--- src/rtl/sprite_compositor.sv ---
// Composites NUM_SPR solid-colour rectangular sprites over a bordered background.
// Double-banked attributes (pending -> active on frame_start), 2-cycle pixel pipeline, per-frame collision flag.
module sprite_compositor #(
    parameter int unsigned NUM_SPR = 4,
    parameter int unsigned IDXW    = 2,
    parameter int unsigned SPR_W   = 32,
    parameter int unsigned SPR_H   = 32,
    parameter int unsigned SCR_W   = 1280,
    parameter int unsigned SCR_H   = 800,
    parameter int unsigned BORDER  = 11,
    parameter logic [11:0] BG_RGB  = 12'h060,
    parameter logic [11:0] BRD_RGB = 12'hFFF
) (
    input  logic            clk,
    input  logic            rst,
    input  logic [10:0]     draw_x,
    input  logic [9:0]      draw_y,
    input  logic            pix_valid,
    input  logic            frame_start,
    input  logic            wr_en,
    input  logic [IDXW-1:0] wr_idx,
    input  logic [10:0]     wr_x,
    input  logic [9:0]      wr_y,
    input  logic [11:0]     wr_rgb,
    input  logic            wr_vis,
    output logic [3:0]      r,
    output logic [3:0]      g,
    output logic [3:0]      b,
    output logic            out_valid,
    output logic            hit_any,
    output logic [IDXW-1:0] hit_idx,
    output logic            collide
);

    logic [10:0] pend_x   [NUM_SPR];
    logic [9:0]  pend_y   [NUM_SPR];
    logic [11:0] pend_rgb [NUM_SPR];
    logic        pend_vis [NUM_SPR];
    logic [10:0] act_x    [NUM_SPR];
    logic [9:0]  act_y    [NUM_SPR];
    logic [11:0] act_rgb  [NUM_SPR];
    logic        act_vis  [NUM_SPR];

    logic [NUM_SPR-1:0] hit_c;
    logic               border_c;
    logic [NUM_SPR-1:0] hit_s1;
    logic               border_s1;
    logic               valid_s1;

    logic               win_any;
    logic [IDXW-1:0]    win_idx;
    logic [11:0]        win_rgb;
    logic [11:0]        pix_rgb;
    logic               multi_hit;
    logic               coll_acc;

    // Active bank copies pending before this cycle's write lands, so a write
    // coincident with frame_start shows up one frame later.
    always_ff @(posedge clk) begin
        if (rst) begin
            for (int unsigned i = 0; i < NUM_SPR; i++) begin
                pend_x[i]   <= '0;
                pend_y[i]   <= '0;
                pend_rgb[i] <= '0;
                pend_vis[i] <= 1'b0;
                act_x[i]    <= '0;
                act_y[i]    <= '0;
                act_rgb[i]  <= '0;
                act_vis[i]  <= 1'b0;
            end
        end else begin
            if (frame_start) begin
                for (int unsigned i = 0; i < NUM_SPR; i++) begin
                    act_x[i]   <= pend_x[i];
                    act_y[i]   <= pend_y[i];
                    act_rgb[i] <= pend_rgb[i];
                    act_vis[i] <= pend_vis[i];
                end
            end
            if (wr_en && (32'(wr_idx) < NUM_SPR)) begin
                pend_x[wr_idx]   <= wr_x;
                pend_y[wr_idx]   <= wr_y;
                pend_rgb[wr_idx] <= wr_rgb;
                pend_vis[wr_idx] <= wr_vis;
            end
        end
    end

    // Bounds widened by one bit so sprites at the right/bottom edge never wrap.
    always_comb begin
        hit_c = '0;
        for (int unsigned i = 0; i < NUM_SPR; i++) begin
            if (act_vis[i]
                && ({1'b0, draw_x} >= {1'b0, act_x[i]})
                && ({1'b0, draw_x} <= ({1'b0, act_x[i]} + 12'(SPR_W - 1)))
                && ({1'b0, draw_y} >= {1'b0, act_y[i]})
                && ({1'b0, draw_y} <= ({1'b0, act_y[i]} + 11'(SPR_H - 1)))) begin
                hit_c[i] = 1'b1;
            end
        end
    end

    always_comb begin
        border_c = (draw_x < 11'(BORDER)) || (draw_x >= 11'(SCR_W - BORDER))
                || (draw_y < 10'(BORDER)) || (draw_y >= 10'(SCR_H - BORDER));
    end

    always_ff @(posedge clk) begin
        if (rst) begin
            hit_s1    <= '0;
            border_s1 <= 1'b0;
            valid_s1  <= 1'b0;
        end else begin
            hit_s1    <= hit_c;
            border_s1 <= border_c;
            valid_s1  <= pix_valid;
        end
    end

    always_comb begin
        win_any = 1'b0;
        win_idx = '0;
        win_rgb = '0;
        for (int unsigned i = 0; i < NUM_SPR; i++) begin
            if (hit_s1[i] && !win_any) begin
                win_any = 1'b1;
                win_idx = IDXW'(i);
                win_rgb = act_rgb[i];
            end
        end
    end

    always_comb begin
        if (win_any) begin
            pix_rgb = win_rgb;
        end else if (border_s1) begin
            pix_rgb = BRD_RGB;
        end else begin
            pix_rgb = BG_RGB;
        end
    end

    always_ff @(posedge clk) begin
        if (rst) begin
            r         <= '0;
            g         <= '0;
            b         <= '0;
            out_valid <= 1'b0;
            hit_any   <= 1'b0;
            hit_idx   <= '0;
        end else begin
            out_valid <= valid_s1;
            if (valid_s1) begin
                r       <= pix_rgb[11:8];
                g       <= pix_rgb[7:4];
                b       <= pix_rgb[3:0];
                hit_any <= win_any;
                hit_idx <= win_idx;
            end else begin
                r       <= '0;
                g       <= '0;
                b       <= '0;
                hit_any <= 1'b0;
                hit_idx <= '0;
            end
        end
    end

    // Clearing the lowest set bit leaves something only when two or more bits are set.
    always_comb begin
        multi_hit = valid_s1 && (|(hit_s1 & (hit_s1 - NUM_SPR'(1))));
    end

    always_ff @(posedge clk) begin
        if (rst) begin
            coll_acc <= 1'b0;
            collide  <= 1'b0;
        end else if (frame_start) begin
            collide  <= coll_acc | multi_hit;
            coll_acc <= 1'b0;
        end else begin
            coll_acc <= coll_acc | multi_hit;
        end
    end

endmodule

--- config.mk ---
export PLATFORM = sky130hd
export DESIGN_NAME = sprite_compositor
export DESIGN_NICKNAME = d
export VERILOG_FILES = /design/src/rtl/sprite_compositor.sv
export SDC_FILE = /design/constraint.sdc
export NUM_CORES = 1
export LEC_CHECK = 0
export BUFFER_PORTS_ARGS = -buffer_cell sky130_fd_sc_hd__buf_2
export CORE_ASPECT_RATIO = 0.75
export CORE_MARGIN = 10
export CORE_UTILIZATION = 55
export DETAILED_ROUTE_END_ITERATION = 12
export GPL_TIMING_DRIVEN = 0
export MAX_ROUTING_LAYER = met4
export PLACE_DENSITY = 0.73
export REMOVE_ABC_BUFFERS = 1
export SLEW_MARGIN = 20
export SYNTH_ARGS = -nofsm -noshare
export SYNTH_HDL_FRONTEND = slang
export SYNTH_SLANG_ARGS = --single-unit
--- constraint.sdc ---
create_clock -name clk -period 6.9 [get_ports clk]
set_input_delay 0.69 -clock clk [delete_from_list [all_inputs] [get_ports clk]]
set_output_delay 0.69 -clock clk [all_outputs]
set_load 0.02 [all_outputs]
==> impl_metrics.env <==
export IMPL_outcome="finished, final reports clean"
export IMPL_num_vias=10622
export IMPL_via_per_inst=5.591
export IMPL_p_sw_w=0.001096
export IMPL_final_common_cell="and2_1"
export IMPL_grt_first_pass_wirelength_mm=56.97
export IMPL_dp_worst_setup_slack_ns=3.587
export IMPL_reg2reg_depth=11
export IMPL_worstSkewPairLatency_ns=0.57
export IMPL_min_from="frame_start"
export IMPL_placedCellCount=1841
export IMPL_final_cell_mix="and2_1, edfxtp_1, ha_1"
export IMPL_place_area_um2=17350
export IMPL_cts_made_buffers=30
export IMPL_worstPathArrival_ns=3.66
export IMPL_relSlewSlack_pct=23.49
export IMPL_die_w_um=219.4
export IMPL_swShare_pct=24.95
export IMPL_synth_cell_area_um2=16400
export IMPL_clockBufferDepth=3
export IMPL_internal_power_w=0.003296
export IMPL_fin_area_um2=18360
export IMPL_power_frac_seq_pct=48.9
export IMPL_cts_resized=0
export IMPL_ant_nets=0
export IMPL_start_util_pct=56.05
export IMPL_tightest_slew_ns=1.146
export IMPL_clk_pin_slew_worst_paths_ns=0.06
export IMPL_gr_total_overflow=0
export IMPL_final_hold_violation_count=0
export IMPL_synth_async_reset_ratio_pct=0
export IMPL_place_gp_congestion=0.9023
export IMPL_critPathMaxFanout=3
export IMPL_ys_flop_type="edfxtp_1"
export IMPL_combPwrFrac_pct=14.5
export IMPL_end_kind="flop"
export IMPL_layout_worst_path_cycle_share_pct=47.21
export IMPL_rsz0062_at_grt="false"
export IMPL_crit_start="act_y[0][1]$_SDFFCE_PN0P_"
export IMPL_fin_hold_ws_ns=0.3483
export IMPL_grt_total_usage_pct=20.06
export IMPL_rr_endpoint="hit_s1[0]$_SDFF_PP0_"
export IMPL_die_h_um=169.5
export IMPL_cap_violations=0
export IMPL_pwr_share_clk_pct=36.6
export IMPL_slew_viol_final=0
export IMPL_io_pins=79
export IMPL_cts_tree="yes"
export IMPL_synthCells=1400
export IMPL_fillers=2246
export IMPL_skew_ns=0.03098
export IMPL_setup_violations_final=0
export IMPL_yosysSeqAreaShare_pct=52.74
export IMPL_ir_drop_mv=0.2259
export IMPL_p_leak_nw=7.330
export IMPL_r2r_start="act_y[0][1]$_SDFFCE_PN0P_"
export IMPL_grt_pass1_vias=10489
export IMPL_clock_sinks=296
export IMPL_yosysWarnings=0
export IMPL_post_cts_setup_buffers=0
export IMPL_drt_pass1_iterations=5
export IMPL_min_path_type="input port to flop"
export IMPL_synth_edff_count=272
export IMPL_io_buffers=78
export IMPL_nets=1719
export IMPL_min_period_ns=3.257
export IMPL_hpwl_mm=26.23
export IMPL_stdcell_count=1900
export IMPL_max_freq_mhz=307.0
export IMPL_route_detailed_drc=0
export IMPL_grt_max_degree=54
export IMPL_ff2ff_setup_slack_ns=3.64
export IMPL_routedWlPerCell_um=19.26
export IMPL_synth_avg_cell_area_um2=11.71
export IMPL_core_area_um2=29260
export IMPL_root_buffer="clkbuf_16"
export IMPL_min_to="collide$_SDFFE_PP0P_"
export IMPL_cp_data_required_time_ns=7.30
export IMPL_fp_row_count=54
export IMPL_drtIter0Drc=730
export IMPL_syn_to_final_growth_pct=11.96
export IMPL_setup_ws_ns=3.643
export IMPL_crit_type="flop to flop"
export IMPL_critPathLaunchType="flop"
export IMPL_drive_gt1_share_pct=11.23
export IMPL_hold_depth=2
export IMPL_dieArea_um2=37190
export IMPL_power_density_nw_per_um2=239.2
export IMPL_synth_cell_types=66
export IMPL_postCtsHoldBufs=0
export IMPL_ys_ff_latch=296
export IMPL_htree_num_levels=1
export IMPL_antenna_found_initial=4
export IMPL_route_final_wire_length_mm=36.59
[cell families after synthesis]
kind of cell | synth area share (%)
AND/OR/NAND/NOR | 17.84
flip-flops | 52.74
AO/OA/AOI/OAI | 8.965
adder cells (fa/ha/maj) | 13.43
buffers and inverters | 3.556
XOR/XNOR | 3.472
[power groups by stage]
stage	clock (W)	combinational [W]	sequential, W
floorplan	0	0.000428	0.00217
global placement	0	0.000594	0.00218
detailed placement	0	0.000631	0.00219
CTS	0.00163	0.000635	0.00215
global route	0.00171	0.000719	0.00216
finish	0.00161	0.000637	0.00215
[per-layer routing]
layer  routed length (µm)  global-route usage (%)  share of wire (%)
met1                16940                   26.92                 46
met2                16640                   31.45                 45
met3                 2330                   3.545                6.4
met4                  672                   4.188                1.8
met5                    0                       -                  0
[through the flow]
| step | power [W] | TNS (ns) | util, % |
|---|---|---|---|
| 4_1_cts | 0.004413 | 0 | 62.69 |
| 3_5_place_dp | 0.002818 | 0 | 59.31 |
| 2_1_floorplan | 0.002599 | 0 | - |
| 3_3_place_gp | 0.002779 | -0.03500 | 58.49 |
| 6_report | 0.004392 | 0 | 62.75 |
| 5_1_grt | 0.004588 | 0 | 62.75 |
[Yosys cell counts (3+ instances only)]
master,count,share of area (%)
clkbuf_1,25,0.57
a2111oi_0,8,0.43
ha_1,176,13
and3_1,7,0.27
nand3b_1,3,0.14
and2_1,274,10
inv_2,3,0.069
xnor2_1,65,3.5
a21boi_0,3,0.14
dfxtp_1,24,2.9
a221oi_1,15,0.80
nand2_1,45,1.0
nor4_2,3,0.23
a31oi_1,7,0.27
a211o_1,5,0.27
inv_1,108,2.5
o31ai_1,3,0.14
nand2b_1,6,0.23
o21a_1,12,0.55
o2111ai_1,3,0.16
o211ai_1,7,0.32
nor3_1,35,1.1
or2_2,7,0.27
a211oi_1,16,0.73
nand4_1,22,0.84
nor2b_1,9,0.34
edfxtp_1,272,50
o21ai_0,24,0.73
nand3_1,32,0.98
buf_2,10,0.31
nor4_1,3,0.11
a21oi_1,65,2.0
a21o_1,17,0.78
nor3_2,6,0.37
nor2_1,39,0.89
[layout make-up]
cell class,instances,area [µm²],area share [%]
flip-flops and latches,296,8650,47.11
clock buffers,40,808.3,4.403
well taps,392,490.5,2.672
multi-input cells,954,7212,39.28
diodes,3,7.507,0.04089
clock inverters,16,181.4,0.9882
repair buffers,88,593.1,3.230
inverters,111,416.7,2.269
[flip-flops by register name (all words and copies together), names as in the netlist, 2 cells and up]
signal and count:
pend_rgb 48, hit_s1 4, act_vis 4, pend_y 40, hit_idx 2, act_y 40
act_rgb 48, act_x 44, r 4, pend_vis 4, pend_x 44, b 4
g 4
[worst max-delay path: stages, from the launching register on]
cell and delay, ns:
edfxtp_1 0.48, inv_1 0.12, ha_1 0.25, a21oi_1 0.28
nand3_1 0.13, xnor2_1 0.15, ha_1 0.30, a21o_1 0.18
a21oi_2 0.17, o21ai_1 0.09, o311a_1 0.36, nor4_2 0.59
[worst max-delay path by stage]
| stage | slack (ns) | cells past startpoint | to |
|---|---|---|---|
| floorplan | 2.94 | 2 | act_rgb[0][0]$_SDFFCE_PN0P_ |
| global placement | -0.03 | 3 | act_x[0][6]$_SDFFCE_PN0P_ |
| detailed placement | 3.59 | 5 | pend_x[2][0]$_SDFFCE_PN0P_ |
| CTS | 3.70 | 11 | hit_s1[0]$_SDFF_PP0_ |
| global route | 3.47 | 11 | hit_s1[0]$_SDFF_PP0_ |
| finish | 3.64 | 11 | hit_s1[0]$_SDFF_PP0_ |
No activity file was read; power rests on OpenSTA's default activity.
